===== config.mk =====
export PLATFORM = sky130hd
export DESIGN_NAME = cpu_mem_arbiter_flat
export DESIGN_NICKNAME = d
export VERILOG_FILES = /design/src/rtl/cpu_mem_arbiter_if.sv /design/src/rtl/cpu_mem_arbiter.sv /design/src/flat_wrapper.sv
export SDC_FILE = /design/constraint.sdc
export NUM_CORES = 1
export LEC_CHECK = 0
export ABC_AREA = 1
export CELL_PAD_IN_SITES_DETAIL_PLACEMENT = 1
export CELL_PAD_IN_SITES_GLOBAL_PLACEMENT = 2
export CORE_ASPECT_RATIO = 1.1
export CORE_MARGIN = 3
export CORE_UTILIZATION = 21
export DETAILED_ROUTE_END_ITERATION = 12
export PLACE_DENSITY = 0.83
export SYNTH_ARGS = -nofsm -noshare
export SYNTH_HDL_FRONTEND = slang
export SYNTH_SLANG_ARGS = --single-unit

===== constraint.sdc =====
create_clock -name clk -period 2.4 [get_ports clk]
set_input_delay 0.6 -clock clk [delete_from_list [all_inputs] [get_ports clk]]
set_output_delay 0.6 -clock clk [all_outputs]
set_load 0.03 [all_outputs]

===== src/rtl/cpu_mem_arbiter_if.sv =====
// Shared memory bus between OAM DMA, execute and fetch requesters.
// The arbiter takes the slave view; requesters and memory take the master view.
interface cpu_mem_arbiter_if;
  logic        dma_req;
  logic [15:0] dma_addr;
  logic [7:0]  dma_wdata;
  logic        dma_rw_n;
  logic        dma_gnt;
  logic        dma_rvalid;
  logic        ex_req;
  logic [15:0] ex_addr;
  logic [7:0]  ex_wdata;
  logic        ex_rw_n;
  logic        ex_gnt;
  logic        ex_rvalid;
  logic        fe_req;
  logic [15:0] fe_addr;
  logic [7:0]  fe_wdata;
  logic        fe_rw_n;
  logic        fe_gnt;
  logic        fe_rvalid;
  logic [7:0]  rdata;
  logic        mem_en;
  logic [15:0] mem_addr;
  logic [7:0]  mem_wdata;
  logic        mem_rw_n;
  logic [7:0]  mem_rdata;
  logic        cpu_halt;

  modport slave (
    input  dma_req, dma_addr, dma_wdata, dma_rw_n,
    input  ex_req, ex_addr, ex_wdata, ex_rw_n,
    input  fe_req, fe_addr, fe_wdata, fe_rw_n,
    input  mem_rdata,
    output dma_gnt, dma_rvalid, ex_gnt, ex_rvalid,
    output fe_gnt, fe_rvalid, rdata, cpu_halt,
    output mem_en, mem_addr, mem_wdata, mem_rw_n
  );

  modport master (
    output dma_req, dma_addr, dma_wdata, dma_rw_n,
    output ex_req, ex_addr, ex_wdata, ex_rw_n,
    output fe_req, fe_addr, fe_wdata, fe_rw_n,
    output mem_rdata,
    input  dma_gnt, dma_rvalid, ex_gnt, ex_rvalid,
    input  fe_gnt, fe_rvalid, rdata, cpu_halt,
    input  mem_en, mem_addr, mem_wdata, mem_rw_n
  );
endinterface


===== src/rtl/cpu_mem_arbiter.sv =====
// Single-port memory arbiter for the NES CPU: DMA > execute > fetch,
// registered grants, burst limiting, tagged read return and cpu_halt.
module cpu_mem_arbiter #(
  parameter int unsigned MAX_BURST = 4,
  parameter bit          DMA_LOCK  = 1'b1
) (
  input logic             clk,
  input logic             rst_n,
  cpu_mem_arbiter_if.slave bus
);

  typedef enum logic [1:0] {
    OWN_NONE,
    OWN_DMA,
    OWN_EX,
    OWN_FE
  } own_t;

  localparam logic [3:0] MB = 4'(MAX_BURST);

  own_t        own_q, own_d;
  own_t        pend_id;
  logic        pend_v;
  logic [3:0]  cnt_q, cnt_d, cnt_inc;
  logic [2:0]  req, own_oh, others, rv_q;
  logic        beat, limited;
  logic [15:0] sel_addr, addr_q;
  logic [7:0]  sel_wdata, wdata_q, rdata_q;
  logic        sel_rw_n, rw_n_q, en_q;

  function automatic own_t pick(input logic [2:0] r);
    if (r[0])      return OWN_DMA;
    else if (r[1]) return OWN_EX;
    else if (r[2]) return OWN_FE;
    else           return OWN_NONE;
  endfunction

  assign req     = {bus.fe_req, bus.ex_req, bus.dma_req};
  assign own_oh  = {own_q == OWN_FE, own_q == OWN_EX,
                    own_q == OWN_DMA};
  assign others  = req & ~own_oh;
  assign beat    = |(req & own_oh);
  assign cnt_inc = (cnt_q == 4'hf) ? 4'hf : cnt_q + 4'd1;
  assign limited = (own_q == OWN_EX) || (own_q == OWN_FE) ||
                   ((own_q == OWN_DMA) && !DMA_LOCK);

  always_comb begin
    sel_addr  = '0;
    sel_wdata = '0;
    sel_rw_n  = 1'b1;
    unique case (own_q)
      OWN_DMA: begin
        sel_addr  = bus.dma_addr;
        sel_wdata = bus.dma_wdata;
        sel_rw_n  = bus.dma_rw_n;
      end
      OWN_EX: begin
        sel_addr  = bus.ex_addr;
        sel_wdata = bus.ex_wdata;
        sel_rw_n  = bus.ex_rw_n;
      end
      OWN_FE: begin
        sel_addr  = bus.fe_addr;
        sel_wdata = bus.fe_wdata;
        sel_rw_n  = bus.fe_rw_n;
      end
      default: ;
    endcase
  end

  // DMA preempts fetch only; everything else waits for release or burst limit
  always_comb begin
    own_d = own_q;
    if (own_q == OWN_NONE)
      own_d = pick(req);
    else if (!beat)
      own_d = pick(others);
    else if ((own_q == OWN_FE) && req[0])
      own_d = OWN_DMA;
    else if (limited && (cnt_inc >= MB) && |others)
      own_d = pick(others);
  end

  always_comb begin
    cnt_d = cnt_q;
    if (own_d != own_q) cnt_d = '0;
    else if (beat)      cnt_d = cnt_inc;
  end

  always_ff @(posedge clk or negedge rst_n) begin
    if (!rst_n) begin
      own_q   <= OWN_NONE;
      cnt_q   <= '0;
      en_q    <= 1'b0;
      addr_q  <= '0;
      wdata_q <= '0;
      rw_n_q  <= 1'b1;
      pend_v  <= 1'b0;
      pend_id <= OWN_NONE;
      rv_q    <= '0;
      rdata_q <= '0;
    end else begin
      own_q   <= own_d;
      cnt_q   <= cnt_d;
      en_q    <= beat;
      if (beat) begin
        addr_q  <= sel_addr;
        wdata_q <= sel_wdata;
        rw_n_q  <= sel_rw_n;
      end
      pend_v  <= beat && sel_rw_n;
      pend_id <= own_q;
      rv_q    <= {pend_v && (pend_id == OWN_FE),
                  pend_v && (pend_id == OWN_EX),
                  pend_v && (pend_id == OWN_DMA)};
      if (pend_v) rdata_q <= bus.mem_rdata;
    end
  end

  assign bus.dma_gnt    = (own_q == OWN_DMA);
  assign bus.ex_gnt     = (own_q == OWN_EX);
  assign bus.fe_gnt     = (own_q == OWN_FE);
  assign bus.cpu_halt   = (own_q == OWN_DMA);
  assign bus.dma_rvalid = rv_q[0];
  assign bus.ex_rvalid  = rv_q[1];
  assign bus.fe_rvalid  = rv_q[2];
  assign bus.rdata      = rdata_q;
  assign bus.mem_en     = en_q;
  assign bus.mem_addr   = addr_q;
  assign bus.mem_wdata  = wdata_q;
  assign bus.mem_rw_n   = rw_n_q;

endmodule


===== src/flat_wrapper.sv =====
// flat-port wrapper written by rule: the top's interface ports become plain ports
module cpu_mem_arbiter_flat 
#(
  parameter int unsigned MAX_BURST = 4,
  parameter bit          DMA_LOCK  = 1'b1
)
  (clk, rst_n, bus_dma_req, bus_dma_addr, bus_dma_wdata, bus_dma_rw_n, bus_ex_req, bus_ex_addr, bus_ex_wdata, bus_ex_rw_n, bus_fe_req, bus_fe_addr, bus_fe_wdata, bus_fe_rw_n, bus_mem_rdata, bus_dma_gnt, bus_dma_rvalid, bus_ex_gnt, bus_ex_rvalid, bus_fe_gnt, bus_fe_rvalid, bus_rdata, bus_cpu_halt, bus_mem_en, bus_mem_addr, bus_mem_wdata, bus_mem_rw_n);
  cpu_mem_arbiter_if bus_i ();
  input logic clk;
  input logic rst_n;
  input wire logic [$bits(bus_i.dma_req)-1:0] bus_dma_req;
  input wire logic [$bits(bus_i.dma_addr)-1:0] bus_dma_addr;
  input wire logic [$bits(bus_i.dma_wdata)-1:0] bus_dma_wdata;
  input wire logic [$bits(bus_i.dma_rw_n)-1:0] bus_dma_rw_n;
  input wire logic [$bits(bus_i.ex_req)-1:0] bus_ex_req;
  input wire logic [$bits(bus_i.ex_addr)-1:0] bus_ex_addr;
  input wire logic [$bits(bus_i.ex_wdata)-1:0] bus_ex_wdata;
  input wire logic [$bits(bus_i.ex_rw_n)-1:0] bus_ex_rw_n;
  input wire logic [$bits(bus_i.fe_req)-1:0] bus_fe_req;
  input wire logic [$bits(bus_i.fe_addr)-1:0] bus_fe_addr;
  input wire logic [$bits(bus_i.fe_wdata)-1:0] bus_fe_wdata;
  input wire logic [$bits(bus_i.fe_rw_n)-1:0] bus_fe_rw_n;
  input wire logic [$bits(bus_i.mem_rdata)-1:0] bus_mem_rdata;
  output wire logic [$bits(bus_i.dma_gnt)-1:0] bus_dma_gnt;
  output wire logic [$bits(bus_i.dma_rvalid)-1:0] bus_dma_rvalid;
  output wire logic [$bits(bus_i.ex_gnt)-1:0] bus_ex_gnt;
  output wire logic [$bits(bus_i.ex_rvalid)-1:0] bus_ex_rvalid;
  output wire logic [$bits(bus_i.fe_gnt)-1:0] bus_fe_gnt;
  output wire logic [$bits(bus_i.fe_rvalid)-1:0] bus_fe_rvalid;
  output wire logic [$bits(bus_i.rdata)-1:0] bus_rdata;
  output wire logic [$bits(bus_i.cpu_halt)-1:0] bus_cpu_halt;
  output wire logic [$bits(bus_i.mem_en)-1:0] bus_mem_en;
  output wire logic [$bits(bus_i.mem_addr)-1:0] bus_mem_addr;
  output wire logic [$bits(bus_i.mem_wdata)-1:0] bus_mem_wdata;
  output wire logic [$bits(bus_i.mem_rw_n)-1:0] bus_mem_rw_n;
  assign bus_i.dma_req = bus_dma_req;
  assign bus_i.dma_addr = bus_dma_addr;
  assign bus_i.dma_wdata = bus_dma_wdata;
  assign bus_i.dma_rw_n = bus_dma_rw_n;
  assign bus_i.ex_req = bus_ex_req;
  assign bus_i.ex_addr = bus_ex_addr;
  assign bus_i.ex_wdata = bus_ex_wdata;
  assign bus_i.ex_rw_n = bus_ex_rw_n;
  assign bus_i.fe_req = bus_fe_req;
  assign bus_i.fe_addr = bus_fe_addr;
  assign bus_i.fe_wdata = bus_fe_wdata;
  assign bus_i.fe_rw_n = bus_fe_rw_n;
  assign bus_i.mem_rdata = bus_mem_rdata;
  assign bus_dma_gnt = bus_i.dma_gnt;
  assign bus_dma_rvalid = bus_i.dma_rvalid;
  assign bus_ex_gnt = bus_i.ex_gnt;
  assign bus_ex_rvalid = bus_i.ex_rvalid;
  assign bus_fe_gnt = bus_i.fe_gnt;
  assign bus_fe_rvalid = bus_i.fe_rvalid;
  assign bus_rdata = bus_i.rdata;
  assign bus_cpu_halt = bus_i.cpu_halt;
  assign bus_mem_en = bus_i.mem_en;
  assign bus_mem_addr = bus_i.mem_addr;
  assign bus_mem_wdata = bus_i.mem_wdata;
  assign bus_mem_rw_n = bus_i.mem_rw_n;
  cpu_mem_arbiter #(.MAX_BURST(MAX_BURST), .DMA_LOCK(DMA_LOCK)) u_core (.clk(clk), .rst_n(rst_n), .bus(bus_i));
endmodule

==> results, run 1 <==
- The flow ran to the end, and the final reports show no timing, DRC or antenna violations.
- Of the synthesized area, sequential elements account for 47.30%.
- The fraction of post-synthesis cell area in the top cell type by area is a little under half.
- The final RePlAce weighted congestion is 0.7572.
- In this run, the number of DRC markers left after iteration 0 of detailed routing was 72.
- The final clock period utilization by the worst path is between 80% and 90%.
- The tree is rooted in a clkbuf_16.
- The slew at the pin closest to its max-slew limit is between 0.5 and 0.6 ns.
- For this configuration, the core starts out at a cell density of a little over a fifth.
- The clock sink count is 46.
- The library cell contributing the largest single delay on the critical path is clkdlybuf4s50_1.
- The cell area power density is 1278 nW/um2.
- The count of buffers inserted at the top-level ports is between 100 and 150.
- Across all setup checks in the final design, the least slack found is between 0.2 and 0.3 ns.
- The tightest slew margin relative to the limit is between 60 and 70%.
- Synthesis produced a netlist whose cell count is ~340.
- The area after detailed placement is between 3000 and 4000 um2.
- The later pin in the worst-skew pair is clocked with a latency of 0.28 ns.
- The dominant delay contributor by cell family on the critical path is buffers and inverters.
- The number of synthesized register bits is 46.
- The type of element capturing the critical path is a primary output.
- The area growth from synthesis to layout is 65.33%.
- The initial antenna violation count is 0.
- Multiplexer cells account for 0% of the synthesized area.
- 0 antenna diodes ended up in the layout.
- The die extent in y is 119.0 um.
- The logic depth of the worst register-to-register path is 11.
- The static leakage is approximately 1.9 nW.
- The overall overflow remaining after global route is 0.
- The number of enable flip-flop cells after synthesis is 0.
- Setup violations remaining at the end of the flow were counted as 0.
- The count of buffering cells on the critical path with inverters included is 2.
- The hold buffer count at cts is 0.
- The most used flip-flop cell after synthesis is dfrtp_1.
- The post-route netlist has under 10% of its cells at a drive strength greater than 1.
- STA puts the critical path data required time at approximately 1.8 ns.
- The estimated wirelength of the detail-placed design is between 7 and 8 mm.
- The total area inside the core boundary comes to roughly 11,000 um2.
- After synthesis, the share of flip-flops with an asynchronous set or reset is 100.0%.
- Dividing the detail-routed wire length by the instance count gives 14.92 um.
- The first global-routing pass estimated 14.70 mm of wire.
- The xor/xnor cell area share of the yosys netlist is 0%.
- The post-CTS clock slew at the launch and capture registers of the worst setup and hold paths is around 0.060 ns.
- The final routed wirelength across all metal layers is about 9.1 mm.
- The number of unique standard cell types used by synthesis is 27.
- The routed layout has between 2,000 and 3,000 vias.
- The count of nets left with antenna violations after detail routing is 0.
- The floorplan step set the die width to between 100 and 150 um.
- After the last flow step, the layout net total stands at 554.
- Walking the worst path, the cells encountered are nand2_2 -> clkinv_1 -> clkdlybuf4s50_1.
- For the final database, setup skew stands at 0.004259 ns.
- Summed over all instances, the cell type with the most area after synthesis is dfrtp_1.
- The endpoint arrival time on the critical path is 1.54 ns.
- Across the run, the number of max-cap violations was 0.
- Counting buffers and inverters, the worst setup path is 3 cells deep.
- The utilization after layout is a little over a third.
- The compound-cell area share of the yosys netlist is under 10%.
- Timing would allow up to ~470 MHz.
- The count of endpoints failing hold in the final timing report came to 0.
- The worst-case clock buffer depth is 2.
- The adder and majority gate portion of the synthesized area is 0.5136%.
- Once layout is done, the placed cells without fillers occupy a little over 4000 um2.
- The number of levels in the clock H-tree is 2.
- Post-CTS repair changed the size of 0 cells.
- The maximum vdd ir drop is 365.9 uV.
- The number of nets handed over by synthesis was roughly 430.
- The longest individual stage delay on the worst path is about 0.71 ns.
- The overall die area is between 10,000 and 15,000 um2.
- The buffer count from post-CTS setup fixing is 0.
- The post-route DRC violation count is 0.
- The number of detailed-route iterations in the first pass is 4.
- The Yosys step of the flow raised 0 warnings.
- After floorplanning, the core was divided into 40 placement rows.
- The worst setup path is launched from a flip-flop.
- After detailed routing, the number of vias per cell comes to ~4.3.
- After synthesis the cells add up to 2436 um2.
- The number of pins with negative max-slew slack in the final report is 0.
- By area, the combinational part of the netlist is dominated by simple AND/OR/NAND/NOR gates.
- After routing, the total negative slack on setup checks comes to 0 ns.
- Timing analysis after detailed placement gives a worst setup slack of 0.2076 ns.
- The via count of the first global-routing pass came to 2,888.
- Entering global routing, the biggest net connects 32 pins.
- TritonCTS created 5 clock buffers.
- The average instance in the mapped netlist occupies between 7 and 8 um2.
- In this run the worst path has a maximum fanout of 4.
- The total global routing track utilization is between 10% and 20%.
- The time the worst path needs with I/O delays and setup is roughly 2.1 ns.
- The worst hold path belongs to the class in2async.
- Setup repair after global routing left no endpoint under its margin.
- The synthesized netlist devotes around 43% of its cell area to simple gates.
- The number of placed I/O pins is approximately 130.
- After synthesis, the cell types taking the most area are dfrtp_1 (46%), nand2_1 (29%), nand3_1 (6.0%), nand3_2 (3.3%), nand2_2 (1.8%).
- TritonCTS built the clock tree.
- The worst setup path is of the reg2out kind.
[per-stage QoR]
| step | std cells | power, W | hold slack, ns |
|---|---|---|---|
| floorplan | 338 | 0.003227 | 0.3044 |
| global placement | 605 | 0.004371 | 0.4216 |
| detailed placement | 605 | 0.004462 | 0.4211 |
| CTS | 613 | 0.005262 | 0.2506 |
| global route | 613 | 0.005618 | 0.2654 |
| finish | 613 | 0.005146 | 0.2403 |
[cell usage in the layout, fill, tap and decap left out, types with 2 or more instances in the layout]
cell and instances:
o21ai_1 2, inv_1 10, nand2_2 7, nor2_1 8, nand2_1 188, nand3_2 8, clkinv_1 2, buf_4 11
inv_2 4, o21ai_0 5, clkbuf_16 5, nand3_1 29, a21oi_1 2, dfrtp_1 45, clkdlybuf4s50_1 124, nor3_1 3
[area by class of cell]
type	instances	area [um2]
fill	1382	7083
clock buffer	6	128.9
clock inverter	2	37.54
multi-input combinational	258	1121
timing repair buffer	136	1329
tap	147	183.9
sequential	46	1152
inverter	18	75.07
[Yosys cell counts (2+ instances only)]
library cell and count:
o21ai_1 2, nand2_2 7, inv_1 10, nand3_1 29
a21oi_1 2, clkbuf_1 3, nand2_1 188, o21ai_0 5
buf_1 3, dfrtp_1 45, inv_2 4, nand3_2 8
nor3_1 3, buf_6 2, buf_2 7, nor2_1 8
clkinv_1 2
[layer usage]
layer | part of all wire, % | track usage, % | vias up
li1 | - | - | 1299
met1 | 40 | 16.83 | 1261
met2 | 53 | 26.43 | 63
met3 | 5.7 | 3.144 | 8
met4 | 0.96 | 2.605 | 0
met5 | 0 | 0 | -
[final timing paths]
path | start | endpoint | slack, ns
max reg2reg | u_core.cnt_q[0] | u_core.cnt_q[0] | 0.65
min reg2reg | u_core.pend_id[0] | u_core.rv_q[1] | 0.43
min in group clk | u_core.pend_id[0] | u_core.rv_q[1] | 0.43
max in group asynchronous | rst_n | u_core.bus.mem_rw_n | 1.54
min | rst_n | u_core.own_q[1] | 0.24
max | u_core.own_q[0] | bus_fe_gnt | 0.26
[cells by family (layout without fill, tap and decap cells)]
kind of cell    Yosys count  in the layout
simple gates            245            245
flops                    46             46
buf+inv                  34            162
compound gates           12             12
fa+ha+maj                 1              1
[report_power, final]
group	switching [W]	internal (W)	total [W]
sequential	0.000177	0.00110	0.00128
combinational	0.00197	0.00112	0.00310
clock	0.000280	0.000491	0.000771
total	0.00243	0.00272	0.00515
[registers in the layout, indices dropped and copies added (netlist names)]
signal,count
u_core.pend_id,2
u_core.bus.mem_wdata,8
u_core.bus.mem_rw_n,1
u_core.rv_q,3
u_core.own_q,2
u_core.bus.rdata,8
u_core.cnt_q,4
u_core.pend_v,1
u_core.bus.mem_addr,16
u_core.bus.mem_en,1
No activity file was read; power rests on OpenSTA's default activity.
==> run 2: changes to the inputs <==
Settings changed: SKIP_CTS_REPAIR_TIMING set to 1.
==> results of run 2 <==
Final layout, timing and power as in run 1 (identical DEF).
==> run 3: changes to the inputs <==
Settings changed: ABC_AREA 1 to unset, CORE_UTILIZATION 21 to 22, HOLD_SLACK_MARGIN set to 0.15, PLACE_DENSITY 0.83 to 0.79.
Clock period 2.4 ns to 2.2 ns, I/O delays scaled along.
==> run 3 against run 2 <==
  * Wire length down 19%
  * Cell count down 20%
  * Clock-buffer cell count unchanged
  * Largest power group unchanged
  * Area after synthesis down 2.5%
==> results, run 3 <==
- The biggest fanout along the worst timing path is 2 (-2).
- The overall die area is 12,080 um2 (-6.6%).
- The logic depth of the worst register-to-register path is 6 (-5).
- The synthesized area divided by synthesized cell count is 10.75 um2 (+49%).
- The starting utilization of the core area is 22.74% (+0.82 points).
- The number of enable flip-flop cells after synthesis came to 0 (unchanged).
- The net count reported at finish is 438 (-21%).
- The worst setup slack after layout is 0.1526 ns (-0.1111 ns).
- The die extent in y is 115.0 um (-3.4%).
- The count of endpoints failing hold in the final timing report is 0 (unchanged).
- The ratio of cells with drive above 1 in the final layout is 19.43% (+10 points).
- The clock tree skew after final layout is 0.003732 ns (-0.0005273 ns).
- The TritonCTS buffer count came to 5 (unchanged).
- The longest individual stage delay on the worst path came to 0.68 ns (-0.03 ns).
- The DRC violation total after the first TritonRoute iteration was 61 (-15%).
- In the finished design, the share of the clock period the worst path needs comes to 93.06%.
- The maximum vdd ir drop is 337.6 uV (-7.7%).
- The number of pins with negative max-slew slack in the final report came to 0 (unchanged).
- The synthesized area is 2375 um2 (-2.5%).
- The register-to-register setup slack is 0.36 ns (-0.29 ns).
- Clock tree synthesis selected as its root buffer the cell clkbuf_16.
- The post-detailed-route via-to-cell ratio is 4.420 (+3.0%).
- The number of core rows is 39 (-2.5%).
- The total global routing track utilization is 12.17% (-2.1 points).
- The worst setup slack before clock tree synthesis is -0.01753 ns (-0.2251 ns).
- The number of flip-flops under the largest register name is 16 (unchanged).
- The endpoint arrival time on the critical path is 1.50 ns (-0.04 ns).
- The required time at the endpoint of the critical path came to 1.65 ns (-0.15 ns).
- The flow ran to the end, and the final reports show no timing, DRC or antenna violations.
- The final non-filler cell total is 493 (-20%).
- The time the worst path needs with I/O delays and setup is around 2.0 ns.
- The cell area power density is 844.2 nW/um2 (-34%).
- The wire length of the first global-routing pass is 11.87 mm (-19%).
- The clock network latency to the later pin of the worst-skew pair came to 0.28 ns (about the same).
- TritonCTS built the clock tree.
- The number of placed I/O pins is 129 (unchanged).
- After synthesis, the largest family of logic cells by area is compound AO/OA/AOI/OAI gates.
- The total number of vias is 2,179 (-17%).
- The number of violations of the max-capacitance limit was 0 (unchanged).
- dfrtp_1 is the most common cell in the netlist.
- The count of buffers inserted at the top-level ports was 128 (unchanged).
- The critical path depth in cells is 1 (-2).
- The library cell occupying the most area in the post-synthesis netlist is dfrtp_1.
- The xor/xnor cell area share of the yosys netlist came to 0% (unchanged).
- The adder and majority gate portion of the synthesized area came to 0.5269% (+0.013 points).
- The compound-cell area share of the yosys netlist is 17.86% (+15 points).
- The post-CTS clock slew at the launch and capture registers of the worst setup and hold paths is 0.06 ns (about the same).
- The final routed wirelength across all metal layers is 7.410 mm (-19%).
- The number of levels in the clock H-tree is 2 (unchanged).
- The tightest min-delay check is of the in2async type.
- The clock sink count is 46 (unchanged).
- The post-route DRC violation count is 0 (unchanged).
- The static leakage is 1.596 nW (-16%).
- The via count of the first global-routing pass was 2,320 (-20%).
- The core footprint came to 10,440 um2 (-6.0%).
- The commonest cells after synthesis are dfrtp_1 (45), nor2_1 (35), mux2_2 (31).
- The pin count of the biggest net entering global routing is 36 (+13%).
- Setup repair after global routing left no endpoint under its margin.
- The instance count of the mapped netlist was 221 (-35%).
- The slew at the pin closest to its max-slew limit is 0.5395 ns (+0.03554 ns).
- The type of element capturing the critical path is a primary output.
- Broken down by cell family, the worst path's largest delay share belongs to buffers and inverters.
- The initial antenna violation count is 0 (unchanged).
- The number of detailed-route iterations in the first pass came to 4 (unchanged).
- The highest achievable clock rate is between 400 and 500 MHz.
- In this run the critical register-to-register path is launched from u_core.cnt_q[0].
- The worst hold margin is 0.2500 ns (+0.009642 ns).
- The total of warnings raised by yosys is 0 (unchanged).
- The cell count after placement is 485 (-20%).
- The fraction of post-synthesis cell area in the top cell type by area came to 47.42% (+1.2 points).
- The most used flip-flop cell after synthesis is dfrtp_1.
- The mux cell area share after synthesis is 16.39% (+16 points).
- The tightest slew margin relative to the limit is 64.03% (-2.3 points).
- The final total power came to 0.003372 W (-34%).
- In this run the critical register-to-register path is captured at u_core.cnt_q[1].
- The leading cell type in the layout, fill and taps excluded is clkdlybuf4s50_1.
- The horizontal extent of the die was 105.1 um (-3.3%).
- The overall overflow remaining after global route is 0 (unchanged).
- Among all stages on the critical path, the largest delay is contributed by clkdlybuf4s50_1.
- The area growth from synthesis to layout is 68.23%.
- The count of nets left with antenna violations after detail routing is 0 (unchanged).
- The number of diodes added for antenna fixing is 0 (unchanged).
- The share of flip-flops with an asynchronous set or reset after synthesis was 100.0% (unchanged).
- The worst-case clock buffer depth is 2 (unchanged).
- The critical path goes through clkdlybuf4s50_1.
- STA classifies the critical path startpoint as a flip-flop.
- The count of buffering cells on the critical path with inverters included is 1 (-1).
- The total negative slack is 0 ns (unchanged).
- The number of unique standard cell types used by synthesis is 34 (+26%).
- By area the synthesized netlist is led by dfrtp_1 (47%), mux2_2 (15%), a22oi_1 (7.3%), a21oi_1 (5.7%), nor2_1 (5.5%).
- The final RePlAce weighted congestion came to 0.6996 (-7.6%).
- The estimated wirelength of the detail-placed design is 5.879 mm (-17%).
- The post-detailed-route wirelength per cell is 15.03 um (+0.77%).
- The area share of and/or/nand/nor cells after synthesis is 11.49% (-31 points).
- The class of the most critical setup path is reg2out.
- The number of nets in the synthesized netlist is 310 (-27%).
- The sequential element share of the synthesized area was 48.52% (+1.2 points).
- Leaving out fill and tap cells, the most frequent cells in the layout are clkdlybuf4s50_1 (123), dfrtp_1 (45), nor2_1 (35).
- The number of synthesized register bits is 46 (unchanged).
- The total setup violations reported at the end of the flow is 0 (unchanged).
==> run 3: layer usage <==
| layer | share of wire, % | wire length, um | track usage (%) |
|---|---|---|---|
| met5 | 0 | 0 | 0 |
| met4 | 0.57 | 42 | 3.412 |
| met3 | 5.3 | 394 | 2.807 |
| met2 | 52 | 3842 | 20.97 |
| met1 | 42 | 3130 | 15.36 |
==> run 3: cell type report <==
cell class	count	area, um2
flip-flops and latches	46	1152
clock inverters	2	12.51
inverters	6	22.52
fillers	1216	6447
well taps	143	178.9
repair buffers	138	1379
clock buffers	6	138.9
multi-input cells	152	1111
==> run 3: through the flow <==
| step | util [%] | instance area (um2) |
|---|---|---|
| 6_report | 38.26 | 3995 |
| 5_1_grt | 38.26 | 3995 |
| 4_1_cts | 38.26 | 3995 |
| 3_5_place_dp | 36.81 | 3844 |
| 3_3_place_gp | 36.81 | 3844 |
| 2_1_floorplan | - | 2375 |
==> run 3: worst max path at each step <==
stage / from / end / slack (ns)
6_report: u_core.bus.mem_rw_n / bus_mem_rw_n / 0.15
5_1_grt: bus_fe_req / u_core.bus.mem_addr[0] / 0.11
2_1_floorplan: u_core.own_q[1] / bus_dma_gnt / 0.37
3_5_place_dp: bus_fe_req / u_core.bus.mem_addr[9] / -0.02
3_3_place_gp: bus_fe_req / u_core.bus.mem_addr[10] / 0.07
4_1_cts: u_core.bus.mem_rw_n / bus_mem_rw_n / 0.13
==> run 3: report_power, final <==
group | total (W) | leakage [nW] | internal, W | switching [W]
Sequential | 0.00116 | 0.547 | 0.00104 | 0.000117
Combinational | 0.00146 | 0.976 | 0.000684 | 0.000771
Clock | 0.000756 | 0.0729 | 0.000450 | 0.000306
==> run 3: kinds of logic (layout without fill, tap and decap cells) <==
family                   count (synthesis)  count (layout)
adder cells (fa/ha/maj)                  1               1
flip-flops                              46              46
AO/OA/AOI/OAI                           63              63
multiplexers                            35              35
AND/OR/NAND/NOR                         53              53
buffers and inverters                   23             152
